--- src/rtl/pa_issue_ctrl.sv ---
// Issue/hazard controller: owns the PC, checks each fetched R-type add against a
// shifting destination scoreboard, and either issues it to decode or inserts a bubble.
module pa_issue_ctrl #(
  parameter int PROG_LEN   = 10,
  parameter int PIPE_DEPTH = 3,
  parameter int CNT_W      = 16
) (
  input  logic             clk,
  input  logic             rst,
  input  logic             run,
  input  logic [31:0]      instr,
  output logic [31:0]      pc,
  output logic             issue_valid,
  output logic [31:0]      issue_instr,
  output logic             stall,
  output logic             illegal,
  output logic [CNT_W-1:0] stall_cnt
);

  localparam logic [31:0] LAST_PC = 32'(PROG_LEN - 1);

  typedef enum logic [1:0] {
    DEC_HOLD,
    DEC_SKIP,
    DEC_STALL,
    DEC_ISSUE
  } decision_t;

  logic [5:0]            w_op;
  logic [4:0]            w_rs;
  logic [4:0]            w_rt;
  logic [4:0]            w_rd;
  logic [5:0]            w_funct;
  logic                  w_unusedShamt;
  logic                  w_isAdd;
  logic                  w_raw;
  logic                  w_hazard;
  logic [31:0]           w_pcNext;
  decision_t             w_decision;

  logic [PIPE_DEPTH-1:0] r_sbValid;
  logic [4:0]            r_sbReg [PIPE_DEPTH];

  assign w_op          = instr[31:26];
  assign w_rs          = instr[25:21];
  assign w_rt          = instr[20:16];
  assign w_rd          = instr[15:11];
  assign w_funct       = instr[5:0];
  assign w_unusedShamt = ^instr[10:6];
  assign w_isAdd       = (w_op == 6'd0) && (w_funct == 6'b100000);
  assign w_pcNext      = (pc < LAST_PC) ? pc + 32'd1 : 32'd0;

  // r0 is hardwired, so a scoreboard entry naming it never blocks a reader
  always_comb begin
    w_raw = 1'b0;
    for (int i = 0; i < PIPE_DEPTH; i++) begin
      if (r_sbValid[i] && (r_sbReg[i] != 5'd0) &&
          ((r_sbReg[i] == w_rs) || (r_sbReg[i] == w_rt))) begin
        w_raw = 1'b1;
      end
    end
  end

  assign w_hazard = w_isAdd && w_raw;

  always_comb begin
    w_decision = DEC_ISSUE;
    if (!run) begin
      w_decision = DEC_HOLD;
    end else if (!w_isAdd) begin
      w_decision = DEC_SKIP;
    end else if (w_hazard) begin
      w_decision = DEC_STALL;
    end
  end

  // The scoreboard shifts every cycle, so it drains even while run is low
  always_ff @(posedge clk or posedge rst) begin
    if (rst) begin
      r_sbValid <= '0;
      for (int i = 0; i < PIPE_DEPTH; i++) begin
        r_sbReg[i] <= 5'd0;
      end
    end else begin
      for (int i = PIPE_DEPTH - 1; i > 0; i--) begin
        r_sbValid[i] <= r_sbValid[i-1];
        r_sbReg[i]   <= r_sbReg[i-1];
      end
      r_sbValid[0] <= (w_decision == DEC_ISSUE);
      r_sbReg[0]   <= (w_decision == DEC_ISSUE) ? w_rd : 5'd0;
    end
  end

  always_ff @(posedge clk or posedge rst) begin
    if (rst) begin
      pc          <= 32'd0;
      issue_valid <= 1'b0;
      issue_instr <= 32'd0;
      stall       <= 1'b0;
      illegal     <= 1'b0;
      stall_cnt   <= '0;
    end else begin
      issue_valid <= 1'b0;
      issue_instr <= 32'd0;
      stall       <= 1'b0;
      illegal     <= 1'b0;
      case (w_decision)
        DEC_HOLD: begin
        end
        DEC_SKIP: begin
          pc      <= w_pcNext;
          illegal <= 1'b1;
        end
        DEC_STALL: begin
          stall <= 1'b1;
          if (stall_cnt != '1) begin
            stall_cnt <= stall_cnt + 1'b1;
          end
        end
        default: begin
          pc          <= w_pcNext;
          issue_valid <= 1'b1;
          issue_instr <= instr;
        end
      endcase
    end
  end

endmodule

--- config.mk ---
export PLATFORM = sky130hd
export DESIGN_NAME = pa_issue_ctrl
export DESIGN_NICKNAME = d
export VERILOG_FILES = /design/src/rtl/pa_issue_ctrl.sv
export SDC_FILE = /design/constraint.sdc
export NUM_CORES = 1
export LEC_CHECK = 0
export CAP_MARGIN = 20
export CORE_MARGIN = 2
export CORE_UTILIZATION = 47
export DETAILED_ROUTE_END_ITERATION = 6
export PLACE_DENSITY = 0.77
export SLEW_MARGIN = 20
export SYNTH_ARGS = -nofsm -noshare
export SYNTH_HDL_FRONTEND = slang
export SYNTH_SLANG_ARGS = --single-unit
--- constraint.sdc ---
create_clock -name clk -period 3.55 [get_ports clk]
set_clock_uncertainty 0.2 [all_clocks]
set_input_delay 0.5325 -clock clk [delete_from_list [all_inputs] [get_ports clk]]
set_output_delay 0.5325 -clock clk [all_outputs]
set_load 0.02 [all_outputs]
==> flow_summary.yaml <==
clocking:
  clockRootBuffer: "clkbuf_8"
  numCtsBuffers: 9
  hold_buffers: 0
  cts_sinks: 95
  cts_buffer_depth: 2
  htreeDepth: 3
  clock_latency_ps: 370
  post_cts_resized: 0
  cts_setup_buffers: 0
  cts_tree: "yes"
  path_clk_slew_ps: 100
synthesis:
  avgSynthCellArea_um2: 11.2
  synthXorXnorAreaFrac_pct: 9.00
  synth_top_area_share_pct: 58.2
  synth_warnings: 0
  synth.largest_area_cell: "dfrtp_1"
  synth_cells: 365
  yosys.area_share.adder_pct: 0.919
  dominantRegCellSynth: "dfrtp_1"
  synth_top_family_by_area: "simple AND/OR/NAND/NOR gates"
  synthSimpleGateAreaFrac_pct: 19.9
  async_flop_share_pct: 100
  synth-edff-count: 0
  seq_area_frac_synth_pct: 58.2
  synth-seq-cells: 95
  synth_compound_area_share_pct: 7.87
  ys_types: 38
  netlist_top_cells_area: "dfrtp_1 58%, xnor2_1 7.3%, nor2_1 4.0%"
  netlist_area_um2: 4090
  synth.mux.area_fraction_pct: 1.07
cells_and_area:
  area_growth_pct: 38.1
  nets: 537
  fillers: 685
  instances_no_fill: 612
  seq_area_um2: 2380
  drive_gt1_share_pct: 6.55
  antennaDiodeCount: 0
  multi_input_area_um2: 1620
pwr:
  combPwrFrac_pct: 16.1
  power_density_nw_per_um2: 391
  switching_power_mw: 0.659
  p_seq_share_pct: 51.8
  p_int_mw: 1.55
  clkPwrFrac_pct: 32.1
  irDropWorstVdd_uv: 222
  swShare_pct: 29.9
  p_leak_nw: 2.58
  fin_total_pwr_mw: 2.21
setup_path:
  r2r_cells: 7
  crit_buf_inv: 1
  crit_path_max_incr_delay_ps: 560
  worst_ep_required_time_ps: 3590
  crit_path_top_delay_cell: "or4_1"
  rr_startpoint: "r_sbReg[11]"
  start_kind: "flip-flop"
  worstPathMaxFanout: 29
  r2r-end: "pc[29]"
  worstSetupPathType: "flip-flop to flip-flop"
  crit_path_end_kind: "flip-flop"
  crit_arrival_ps: 2890
  path_cells: "or4_1 -> o21a_1 -> a222oi_1 -> nand4b_1 -> nor3b_2 -> buf_4 -> nor2_1"
  crit_family: "simple AND/OR/NAND/NOR gates"
  r2r_slack_ps: 710
global_routing:
  grt_max_degree: 54
  grt_overflow_total: 0
  antenna_found_initial: 0
  gr-usage-all-layers_pct: 21.4
  grt_pass1_wl_um: 16200
  grt_pass1_vias: 3146
placed_design:
  globalplace.congestion: 0.869
  portBuffers: 117
  placed_cells: 596
  pre_cts_slack_ps: 334
  dp_hpwl_um: 7240
hold_path:
  hold_path_class: "flip-flop to flip-flop"
  min_path_cells: 0
  min_to: "r_sbValid[2]"
  min-delay-start: "r_sbValid[1]"
sta:
  setup_ws_ps: 705
  max_freq_mhz: 352
  slew_viol_final: 0
  holdWs_ps: 188
  finalHoldViolCount: 0
  maxSlewHeadroom_pct: 50.4
  period_minus_slack_ps: 2840
  tns_ps: 0
  rsz0062_at_grt: "no"
  min_period_over_period_pct: 80.1
  worst_pin_slew_ps: 743
  finalSetupViolCount: 0
detailed_routing:
  ant_nets: 0
  drt_iter0_drc: 149
  wirelength_um: 9860
  num_vias: 3211
  wl_per_cell_um: 16.1
  via_per_inst: 5.25
  drc: 0
  drtPass1Iterations: 4
floorplan:
  core_area_um2: 8590
  ios: 118
  num_rows: 34
  start_util_pct: 47.5
  die_area_um2: 9450
  die_w_um: 97.2
  fp.dieH_um: 97.2
run:
  cap_violations: 0
run_status:
  status: "finished clean"
-- registers in the layout, summed over array words and instances, names as in the netlist --
signal       flops
illegal          1
issue_instr     28
pc              32
r_sbReg         14
r_sbValid        3
stall            1
stall_cnt       16
-- layer usage --
metal,global-route usage [%],part of all wire (%)
met1,29.6,46
met2,34.6,49
met3,4.75,4.1
met4,5.88,1.3
met5,0,0
-- area by class of cell --
type                       count  share of cell area, %
sequential                    95                   42.1
multi-input combinational    257                   28.8
timing repair buffer         129                   22.6
tap                          108                   2.40
clock buffer                   9                   2.20
clock inverter                 7                   1.42
inverter                       7                  0.488
-- cells by family (layout without fill, tap and decap cells) --
family / Yosys count / in the layout
AO/OA/AOI/OAI: 44 / 44
XOR/XNOR: 42 / 42
adder cells (fa/ha/maj): 3 / 3
buffers and inverters: 23 / 152
flip-flops: 95 / 95
multiplexers: 4 / 4
other: 1 / 11
AND/OR/NAND/NOR: 153 / 153
-- through the flow --
stage	cell area (um2)	utilization, %
floorplan	4120	-
global placement	5440	63.3
detailed placement	5440	63.3
CTS	5640	65.7
global route	5640	65.7
finish	5640	65.7
-- worst register-to-register path, cell delays in order (launching register included) --
cell	delay [ps]
dfrtp_1	450
or4_1	560
o21a_1	190
a222oi_1	500
nand4b_1	230
nor3b_2	180
buf_4	310
nor2_1	100
-- power groups by stage --
stage	Sequential, mW	Clock (mW)	Combinational (mW)
after floorplan	1.20	0	0.173
after CTS	1.14	0.722	0.357
final	1.14	0.708	0.356
after detailed placement	1.16	0	0.357
after global placement	1.16	0	0.353
after global routing	1.15	0.769	0.391
-- Yosys cell counts, types with 5 or more instances --
| cell | n |
|---|---|
| and2_1 | 24 |
| dfrtp_1 | 95 |
| clkbuf_1 | 5 |
| and3_1 | 16 |
| nor2_1 | 44 |
| a41oi_1 | 15 |
| nand3_1 | 18 |
| a31oi_1 | 13 |
| nand4_1 | 7 |
| buf_4 | 6 |
| xnor2_1 | 34 |
| inv_1 | 7 |
| xor2_1 | 8 |
| nand2_1 | 14 |
| nor4_1 | 11 |
-- layout by cell type (no fill, tap or decap), types with 3 or more instances in the layout --
cell type          n
xnor2_1           34
nor3_1             4
inv_1              6
conb_1            11
clkdlybuf4s50_1  117
nor4_1            11
nand2_1           14
buf_4             11
ha_1               3
a41oi_1           15
mux2_2             3
clkbuf_8           9
and4_1             4
dfrtp_1           95
xor2_1             8
nand3_1           18
and2_1            24
a21oi_1            3
o21a_1             4
and3_1            16
or4_1              4
a31oi_1           13
nand4_1            7
o22ai_1            3
nor2_1            44
-- worst max-delay path by stage --
stage	from	to	slack, ps	cells after the start
detailed placement	instr[20]	stall_cnt[11]	330	8
finish	r_sbReg[11]	pc[29]	710	7
global route	r_sbReg[11]	pc[19]	550	7
CTS	r_sbReg[11]	pc[29]	700	7
floorplan	rst	illegal	340	1
global placement	instr[19]	stall_cnt[11]	380	8
(Power assumes the default switching activity.)
